### config.mk
export PLATFORM = sky130hd
export DESIGN_NAME = rx_stage
export DESIGN_NICKNAME = d
export VERILOG_FILES = /design/src/rtl/alu_pkg.sv /design/src/rtl/rx_idle_timer.sv /design/src/rtl/rx_stage.sv
export SDC_FILE = /design/constraint.sdc
export NUM_CORES = 1
export LEC_CHECK = 0
export ABC_AREA = 1
export CAP_MARGIN = 5
export CELL_PAD_IN_SITES_DETAIL_PLACEMENT = 0
export CELL_PAD_IN_SITES_GLOBAL_PLACEMENT = 2
export CORE_ASPECT_RATIO = 1.75
export CORE_MARGIN = 3
export CORE_UTILIZATION = 30
export DETAILED_ROUTE_END_ITERATION = 8
export MAX_ROUTING_LAYER = met4
export PLACE_DENSITY_LB_ADDON = 0.05
export SYNTH_ARGS = -nofsm -noshare
export SYNTH_HDL_FRONTEND = slang
export SYNTH_SLANG_ARGS = --single-unit
### constraint.sdc
create_clock -name clk -period 1.5 [get_ports clk]
set_input_delay 0.45 -clock clk [delete_from_list [all_inputs] [get_ports clk]]
set_output_delay 0.45 -clock clk [all_outputs]
set_load 0.1 [all_outputs]
### src/rtl/alu_pkg.sv
// Shared types and constants for the receive front end of the ALU pipeline.
// No logic. Frame geometry and idle-timer width live here.
// No handshaking. Consumers import this package with alu_pkg::*.
package alu_pkg;

    localparam int FRAME_BYTES = 5;
    localparam int RX_TMO_W    = 16;

    typedef enum logic [1:0] {
        RX_IDLE    = 2'd0,
        RX_COLLECT = 2'd1,
        RX_HOLD    = 2'd2
    } rx_state_t;

endpackage

### src/rtl/rx_idle_timer.sv
// Idle counter for partial frames. It is built only when RX_TIMEOUT_EN is defined.
// Latency: expired is combinational and is raised on the cycle whose edge would reach TIMEOUT_CYCLES.
// Backpressure: none. The counter counts while run is high, and clear takes precedence over run.
module rx_idle_timer
    import alu_pkg::*;
#(
    parameter int TIMEOUT_CYCLES = 255
) (
    input  logic clk,
    input  logic rst_n,
    input  logic run,
    input  logic clear,
    output logic expired
);

    localparam logic [RX_TMO_W-1:0] LAST = RX_TMO_W'(TIMEOUT_CYCLES - 1);

    logic [RX_TMO_W-1:0] r_cnt;

    assign expired = run && (r_cnt == LAST);

    always_ff @(posedge clk or negedge rst_n) begin
        if (!rst_n) begin
            r_cnt <= '0;
        end else if (clear || expired) begin
            r_cnt <= '0;
        end else if (run) begin
            r_cnt <= r_cnt + RX_TMO_W'(1);
        end
    end

endmodule

### src/rtl/rx_stage.sv
// Byte-serial receiver that assembles op/a1/a2/b1/b2 frames for decode_stage. The idle timeout is enabled by RX_TIMEOUT_EN.
// Latency: rx_valid_out rises on the edge that accepts the fifth byte. A frame needs at least 6 cycles.
// Backpressure: in_ready stays low in HOLD until dec_ready_in takes the frame. A host byte offered during HOLD waits.
module rx_stage
    import alu_pkg::*;
#(
    parameter int TIMEOUT_CYCLES = 255
) (
    input  logic       clk,
    input  logic       rst_n,
    input  logic       in_valid,
    input  logic [7:0] in_data,
    output logic       in_ready,
    input  logic       dec_ready_in,
    output logic       rx_valid_out,
    output logic [7:0] op,
    output logic [7:0] a1,
    output logic [7:0] a2,
    output logic [7:0] b1,
    output logic [7:0] b2,
    output logic       frame_err
);

    localparam logic [2:0] LAST_IDX = 3'(FRAME_BYTES - 1);

    rx_state_t  r_state;
    logic [2:0] r_cnt;
    logic [7:0] r_op, r_a1, r_a2, r_b1, r_b2;
    logic       w_accept;
    logic       w_tmo;

    assign in_ready     = (r_state != RX_HOLD);
    assign rx_valid_out = (r_state == RX_HOLD);
    assign w_accept     = in_valid && in_ready;

    assign op = r_op;
    assign a1 = r_a1;
    assign a2 = r_a2;
    assign b1 = r_b1;
    assign b2 = r_b2;

`ifdef RX_TIMEOUT_EN
    logic r_frame_err;

    // An accept on the expiring cycle suppresses run, so the byte wins over the timeout.
    rx_idle_timer #(
        .TIMEOUT_CYCLES(TIMEOUT_CYCLES)
    ) u_idle_timer (
        .clk    (clk),
        .rst_n  (rst_n),
        .run    ((r_state == RX_COLLECT) && !w_accept),
        .clear  (w_accept || (r_state != RX_COLLECT)),
        .expired(w_tmo)
    );

    always_ff @(posedge clk or negedge rst_n) begin
        if (!rst_n) begin
            r_frame_err <= 1'b0;
        end else begin
            r_frame_err <= w_tmo;
        end
    end

    assign frame_err = r_frame_err;
`else
    assign w_tmo     = 1'b0;
    assign frame_err = 1'b0;
`endif

    always_ff @(posedge clk or negedge rst_n) begin
        if (!rst_n) begin
            r_state <= RX_IDLE;
            r_cnt   <= 3'd0;
        end else begin
            case (r_state)
                RX_IDLE: begin
                    if (w_accept) begin
                        r_state <= RX_COLLECT;
                        r_cnt   <= 3'd1;
                    end
                end
                RX_COLLECT: begin
                    if (w_accept) begin
                        if (r_cnt == LAST_IDX) begin
                            r_state <= RX_HOLD;
                            r_cnt   <= 3'd0;
                        end else begin
                            r_cnt <= r_cnt + 3'd1;
                        end
                    end else if (w_tmo) begin
                        r_state <= RX_IDLE;
                        r_cnt   <= 3'd0;
                    end
                end
                RX_HOLD: begin
                    if (dec_ready_in) begin
                        r_state <= RX_IDLE;
                    end
                end
                default: begin
                    r_state <= RX_IDLE;
                    r_cnt   <= 3'd0;
                end
            endcase
        end
    end

    // Fields change only on their own accept. They keep their values after a transfer or a timeout.
    always_ff @(posedge clk or negedge rst_n) begin
        if (!rst_n) begin
            r_op <= 8'h00;
            r_a1 <= 8'h00;
            r_a2 <= 8'h00;
            r_b1 <= 8'h00;
            r_b2 <= 8'h00;
        end else if (w_accept) begin
            case (r_cnt)
                3'd0:    r_op <= in_data;
                3'd1:    r_a1 <= in_data;
                3'd2:    r_a2 <= in_data;
                3'd3:    r_b1 <= in_data;
                3'd4:    r_b2 <= in_data;
                default: ;
            endcase
        end
    end

endmodule

==> results of run 1 <==
## layout make-up
cell class                 count  area, um2
sequential                    45       1130
inverter                      12       51.3
clock inverter                 1       30.0
fill                         679       3570
multi-input combinational    159        866
timing repair buffer          70       1110
tap                           84        105
clock buffer                   7        143
## stage by stage
| stage | util | area (um2) |
|---|---|---|
| after global routing | 0.490 | 3430 |
| final | 0.490 | 3430 |
| after CTS | 0.485 | 3400 |
| after global placement | 0.456 | 3190 |
| after detailed placement | 0.456 | 3190 |
| after floorplan | - | 2230 |
## per-layer routing
metal	GRT usage	wire, um	share of wire	up-vias
met5	-	0	0	-
met4	0.0494	60	0.0099	0
met3	0.0335	257	0.042	4
met2	0.266	3200	0.53	43
met1	0.188	2530	0.42	881
li1	-	-	-	900
## cell usage in the layout, fill, tap and decap left out, drive strengths merged
| cell type | synthesis | layout |
|---|---|---|
| clkinvlp | 0 | 1 |
| nand2 | 92 | 92 |
| nand4 | 41 | 41 |
| nand3 | 13 | 13 |
| nor2 | 6 | 6 |
| or2 | 1 | 1 |
| ha | 5 | 5 |
| clkdlybuf4s50 | 0 | 9 |
| buf | 13 | 61 |
| inv | 12 | 11 |
| clkbuf | 1 | 7 |
| bufinv | 0 | 1 |
| conb | 1 | 1 |
| dfrtp | 45 | 45 |
## cell usage after synthesis, drive strengths merged
| master | count |
|---|---|
| clkbuf | 1 |
| conb | 1 |
| nand3 | 13 |
| buf | 13 |
| inv | 12 |
| ha | 5 |
| or2 | 1 |
| nand4 | 41 |
| nand2 | 92 |
| nor2 | 6 |
| dfrtp | 45 |
## path summary, 6_finish.rpt
kind                                endpoint              startpoint
hold reg to reg            a2[0]$_DFFE_PN0P_       a2[0]$_DFFE_PN0P_
setup / recovery                rx_valid_out  r_state[0]$_DFFE_PN0P_
setup reg to reg           a2[2]$_DFFE_PN0P_  r_state[0]$_DFFE_PN0P_
hold / removal             a1[2]$_DFFE_PN0P_                   rst_n
min in group clk           a2[0]$_DFFE_PN0P_       a2[0]$_DFFE_PN0P_
max in group asynchronous  a2[7]$_DFFE_PN0P_                   rst_n
## sequential cells by signal, indices dropped and copies added (netlist names)
signal / cells
r_cnt: 3
b1: 8
op: 8
b2: 8
a1: 8
r_state: 2
a2: 8
## logic make-up after synthesis
group         count (synthesis)  synth area share
flops                        45             0.508
fa+ha+maj                     5            0.0282
simple gates                153             0.355
other cells                   1           0.00169
buf+inv                      26             0.107
## timing repair
item	CTS	global route
pin swaps	1	1
buffers inserted	3	3
resized for setup	1	5
endpoints found under the setup margin	2	30
==> results by group, run 1 <==
Synth
  • Post-synthesis cell count: 230
  • Seq/Total Area, Yosys: 0.508
  • Synthesis-stage register bit count: 45
  • Ranking of synthesized cells by area: dfrtp_1 51%, nand2_1 15%, nand4_1 12%
  • Synth Warn #: 0
  • Syn avg cell area: 9.63 um2
  • Leading area contributor after synthesis: dfrtp_1
  • Yosys cell types: 19
  • Area fraction of the dominant cell type after synthesis: 0.508
  • Synthesized net count: 247
  • Cell area after synthesis: 2220 um2

Clock network
  • CTS tree: yes
  • Clk Latency, worst-skew pair: 0.29 ns
  • CTS root buf: clkbuf_16
  • Reg clk slew, reported paths: 0.06 ns
  • TritonCTS Sinks: 45
  • Post-CTS Hold Buffers: 0
  • CTS max path bufs: 2
  • H-tree Lvls: 2
  • Total CTS buffers: 5

Detailed routing
  • Antenna-violating nets left: 0
  • Drt first pass iters: 6
  • WL per Instance: 16.0 um
  • Initial DRC count: 86
  • Vias: 1,828
  • Drc violations: 0
  • Post-Route WL: 6.05 mm
  • DR vias/cell: 4.84

Layout
  • P&R area growth vs syn: 55.0%
  • Non-Filler Instances: 378
  • # nets final: 310
  • Ant diodes: 0
  • Share of layout cells above drive strength 1: 0.276

Placement
  • # port buffers: 53
  • HPWL after DPL: 4.33 mm
  • # placed instances: 364
  • Pre-CTS WS: 0.0484 ns
  • GPL Wtd Cong: 0.714

Timing
  • WHS: 0.131 ns
  • Final slew viol count: 0
  • Final Skew: 0.00240 ns
  • Fmax: 635 MHz
  • Part of the cycle the worst path needs: 1.05
  • RSZ-0062 raised after global routing: true
  • TNS Setup: -0.0741 ns
  • Worst setup margin: -0.0741 ns
  • Fin. Hold Viols: 0
  • Final min period: 1.57 ns
  • Setup violators final: 1

Setup path
  • Critical path's top delay family: flip-flops
  • CP max stage delay: 0.39 ns
  • WP data required: 1.05 ns
  • CP Depth: 4
  • CP startpoint kind: register
  • CP Class: register to primary output
  • Critical Path Sink Type: primary output
  • CP arrival: 1.12 ns
  • R2R Setup Slk: 0.11 ns
  • Cell with the largest stage delay on the worst path: dfrtp_1
  • CP bufs+invs: 3
  • Crit-path max FO: 5
  • Worst reg-to-reg path cell count: 8
  • Crit-path cells: inv_2, nand2_4, clkinvlp_4, buf_12

Floorplanning
  • Rows: 40
  • Die Y: 120 um
  • Starting Density: 0.316
  • Die width: 71.0 um
  • Top Ports: 55
  • Die area: 8490 um2
  • Core Area: 7010 um2

Global routing
  • Gr ovfl total: 0
  • Vias in the first global route: 1,837
  • First-pass GRT wire length: 9.96 mm
  • Gr usage total: 0.158
  • Largest net degree at the start of global routing: 46
  • Antenna violations before repair: 0

Run status
  • Failing checks: setup timing
  • Status: complete, but fails checks

Job
  • Max-cap violations: 0

Min path
  • HP Class: input port to asynchronous set/reset pin
Power of run 1 is left out: the tool's default activity adds up to more than one toggle a clock period on the data nets, which glitch-free logic cannot reach.
==> run 2, diff against run 1 <==
--- a/config.mk
+++ b/config.mk
@@ -18,3 +18,4 @@
 export SYNTH_ARGS = -nofsm -noshare
 export SYNTH_HDL_FRONTEND = slang
 export SYNTH_SLANG_ARGS = --single-unit
+export TNS_END_PERCENT = 1
==> results by group, run 2 (synthesis gave the netlist of run 1 again) <==
Detailed routing
  • Vias: 1,831 (+0.16%)
  • Post-Route WL: 6.08 mm (+0.50%)
  • Drc violations: 0 (unchanged)
  • Antenna-violating nets left: 0 (unchanged)
  • WL per Instance: 16.1 um (+0.76%)
  • DR vias/cell: 4.86 (+0.43%)
  • Initial DRC count: 83 (-3.5%)
  • Drt first pass iters: 4 (-2)

Floorplanning
  • Top Ports: 55 (unchanged)
  • Rows: 40 (unchanged)
  • Core Area: 7010 um2 (unchanged)
  • Die area: 8490 um2 (unchanged)
  • Die width: 71.0 um (unchanged)
  • Starting Density: 0.316 (unchanged)
  • Die Y: 120 um (unchanged)

Timing
  • Part of the cycle the worst path needs: 1.05 (-0.00211)
  • Final Skew: 0.00288 ns (+0.000473 ns)
  • Fmax: 637 MHz (+0.20%)
  • Setup violators final: 1 (unchanged)
  • Final min period: 1.57 ns (-0.00316 ns)
  • RSZ-0062 raised after global routing: true
  • Fin. Hold Viols: 0 (unchanged)
  • Worst setup margin: -0.0710 ns (+0.00316 ns)
  • Final slew viol count: 0 (unchanged)

Placement
  • GPL Wtd Cong: 0.714 (unchanged)
  • # port buffers: 53 (unchanged)
  • HPWL after DPL: 4.33 mm (unchanged)

Run status
  • Failing checks: setup timing
  • Status: complete, but fails checks

Clock network
  • TritonCTS Sinks: 45 (unchanged)
  • CTS tree: yes
  • CTS max path bufs: 2 (unchanged)
  • CTS root buf: clkbuf_16
  • Total CTS buffers: 5 (unchanged)
  • Reg clk slew, reported paths: 0.06 ns (about the same)
  • H-tree Lvls: 2 (unchanged)
  • Post-CTS Hold Buffers: 0 (unchanged)
  • Clk Latency, worst-skew pair: 0.29 ns (about the same)

Job
  • Max-cap violations: 0 (unchanged)

Setup path
  • Worst reg-to-reg path cell count: 8 (unchanged)
  • CP arrival: 1.12 ns (about the same)
  • WP data required: 1.05 ns (about the same)
  • CP max stage delay: 0.39 ns (about the same)
  • R2R Path End: a2[2]$_DFFE_PN0P_
  • R2R Setup Slk: 0.08 ns (-0.03 ns)
  • CP Class: register to primary output
  • Crit-path cells: inv_2, nand2_4, clkinvlp_4, buf_12
  • Critical Path Sink Type: primary output
  • Cell with the largest stage delay on the worst path: dfrtp_1
  • CP startpoint kind: register
  • R2R Path Start: r_state[0]$_DFFE_PN0P_
  • Crit-path max FO: 5 (unchanged)

Global routing
  • Vias in the first global route: 1,837 (unchanged)
  • Largest net degree at the start of global routing: 46 (unchanged)
  • Gr ovfl total: 0 (unchanged)
  • Gr usage total: 0.158 (unchanged)
  • First-pass GRT wire length: 9.96 mm (unchanged)
  • Antenna violations before repair: 0 (unchanged)

Layout
  • Most common cell after layout, fill and taps aside: nand2_1
  • Most frequent cells in the layout: 91 x nand2_1, 45 x buf_12, 44 x dfrtp_1
  • Ant diodes: 0 (unchanged)
  • Share of layout cells above drive strength 1: 0.276 (+0.000940)
  • # nets final: 309 (-0.32%)
  • P&R area growth vs syn: 54.4%
  • Final Util: 0.488 (-0.00179)

Min path
  • HP Class: input port to asynchronous set/reset pin
## run 2: changes by cell type in the layout (fill, tap and decap cells not counted)
| cell | before | now |
|---|---|---|
| buf_4 | 13 | 12 |
| buf_6 | 0 | 1 |
| buf_8 | 1 | 0 |
| dfrtp_1 | 45 | 44 |
| dfrtp_2 | 0 | 1 |
| inv_1 | 9 | 8 |
| inv_2 | 1 | 2 |
| nor2_1 | 2 | 3 |
| nor2_2 | 1 | 0 |
## run 2: per-stage QoR
| stage | std cells | setup TNS [ns] | area (um2) | setup slack, ns | hold WS [ns] |
|---|---|---|---|---|---|
| 2_1_floorplan | 230 | -0.233 | 2230 | -0.233 | 0.154 |
| 3_5_place_dp | 364 | 0 | 3190 | 0.0484 | 0.456 |
| 5_1_grt | 377 | -0.180 | 3420 | -0.103 | 0.171 |
| 6_report | 377 | -0.0710 | 3420 | -0.0710 | 0.132 |
| 4_1_cts | 375 | -0.0581 | 3400 | -0.0581 | 0.146 |
| 3_3_place_gp | 364 | 0 | 3190 | 0.0320 | 0.456 |
## run 2: how the worst max path moves through the flow
stage	startpoint	end	slack [ns]	cells after the start
4_1_cts	r_state[1]$_DFFE_PN0P_	rx_valid_out	-0.06	3
6_report	r_state[0]$_DFFE_PN0P_	rx_valid_out	-0.07	4
3_3_place_gp	r_state[0]$_DFFE_PN0P_	op[5]$_DFFE_PN0P_	0.03	6
3_5_place_dp	r_state[0]$_DFFE_PN0P_	op[5]$_DFFE_PN0P_	0.05	6
2_1_floorplan	r_state[0]$_DFFE_PN0P_	rx_valid_out	-0.23	5
5_1_grt	r_state[0]$_DFFE_PN0P_	rx_valid_out	-0.10	4
## run 2: layer usage
metal | track usage | part of all wire
met1 | 0.188 | 0.42
met2 | 0.266 | 0.53
met3 | 0.0335 | 0.041
met4 | 0.0494 | 0.011
met5 | - | 0
## run 2: timing repair
| item | 4_1_cts | 5_1_grt |
|---|---|---|
| buffers inserted | 3 | 2 |
| resized for setup | 1 | 5 |
| endpoints found under the hold margin | 0 | 0 |
| pin swaps | 1 | 0 |
| endpoints found under the setup margin | 2 | 30 |
## run 2: area by class of cell
cell class / instances / area (um2)
Tap cell: 84 / 105
Clock inverter: 1 / 30.0
Inverter: 12 / 51.3
Timing Repair Buffer: 69 / 1100
Sequential cell: 45 / 1130
Multi-Input combinational cell: 159 / 863
Fill cell: 682 / 3580
Clock buffer: 7 / 143
## run 2: worst max-delay path, delay by kind of cell, from the launching register on
family                 cells  cell delay (ns)
buffers and inverters      3             0.34
DFF                        1             0.39
and+or+nand+nor            1             0.09
Power of run 2 is left out for the same reason.
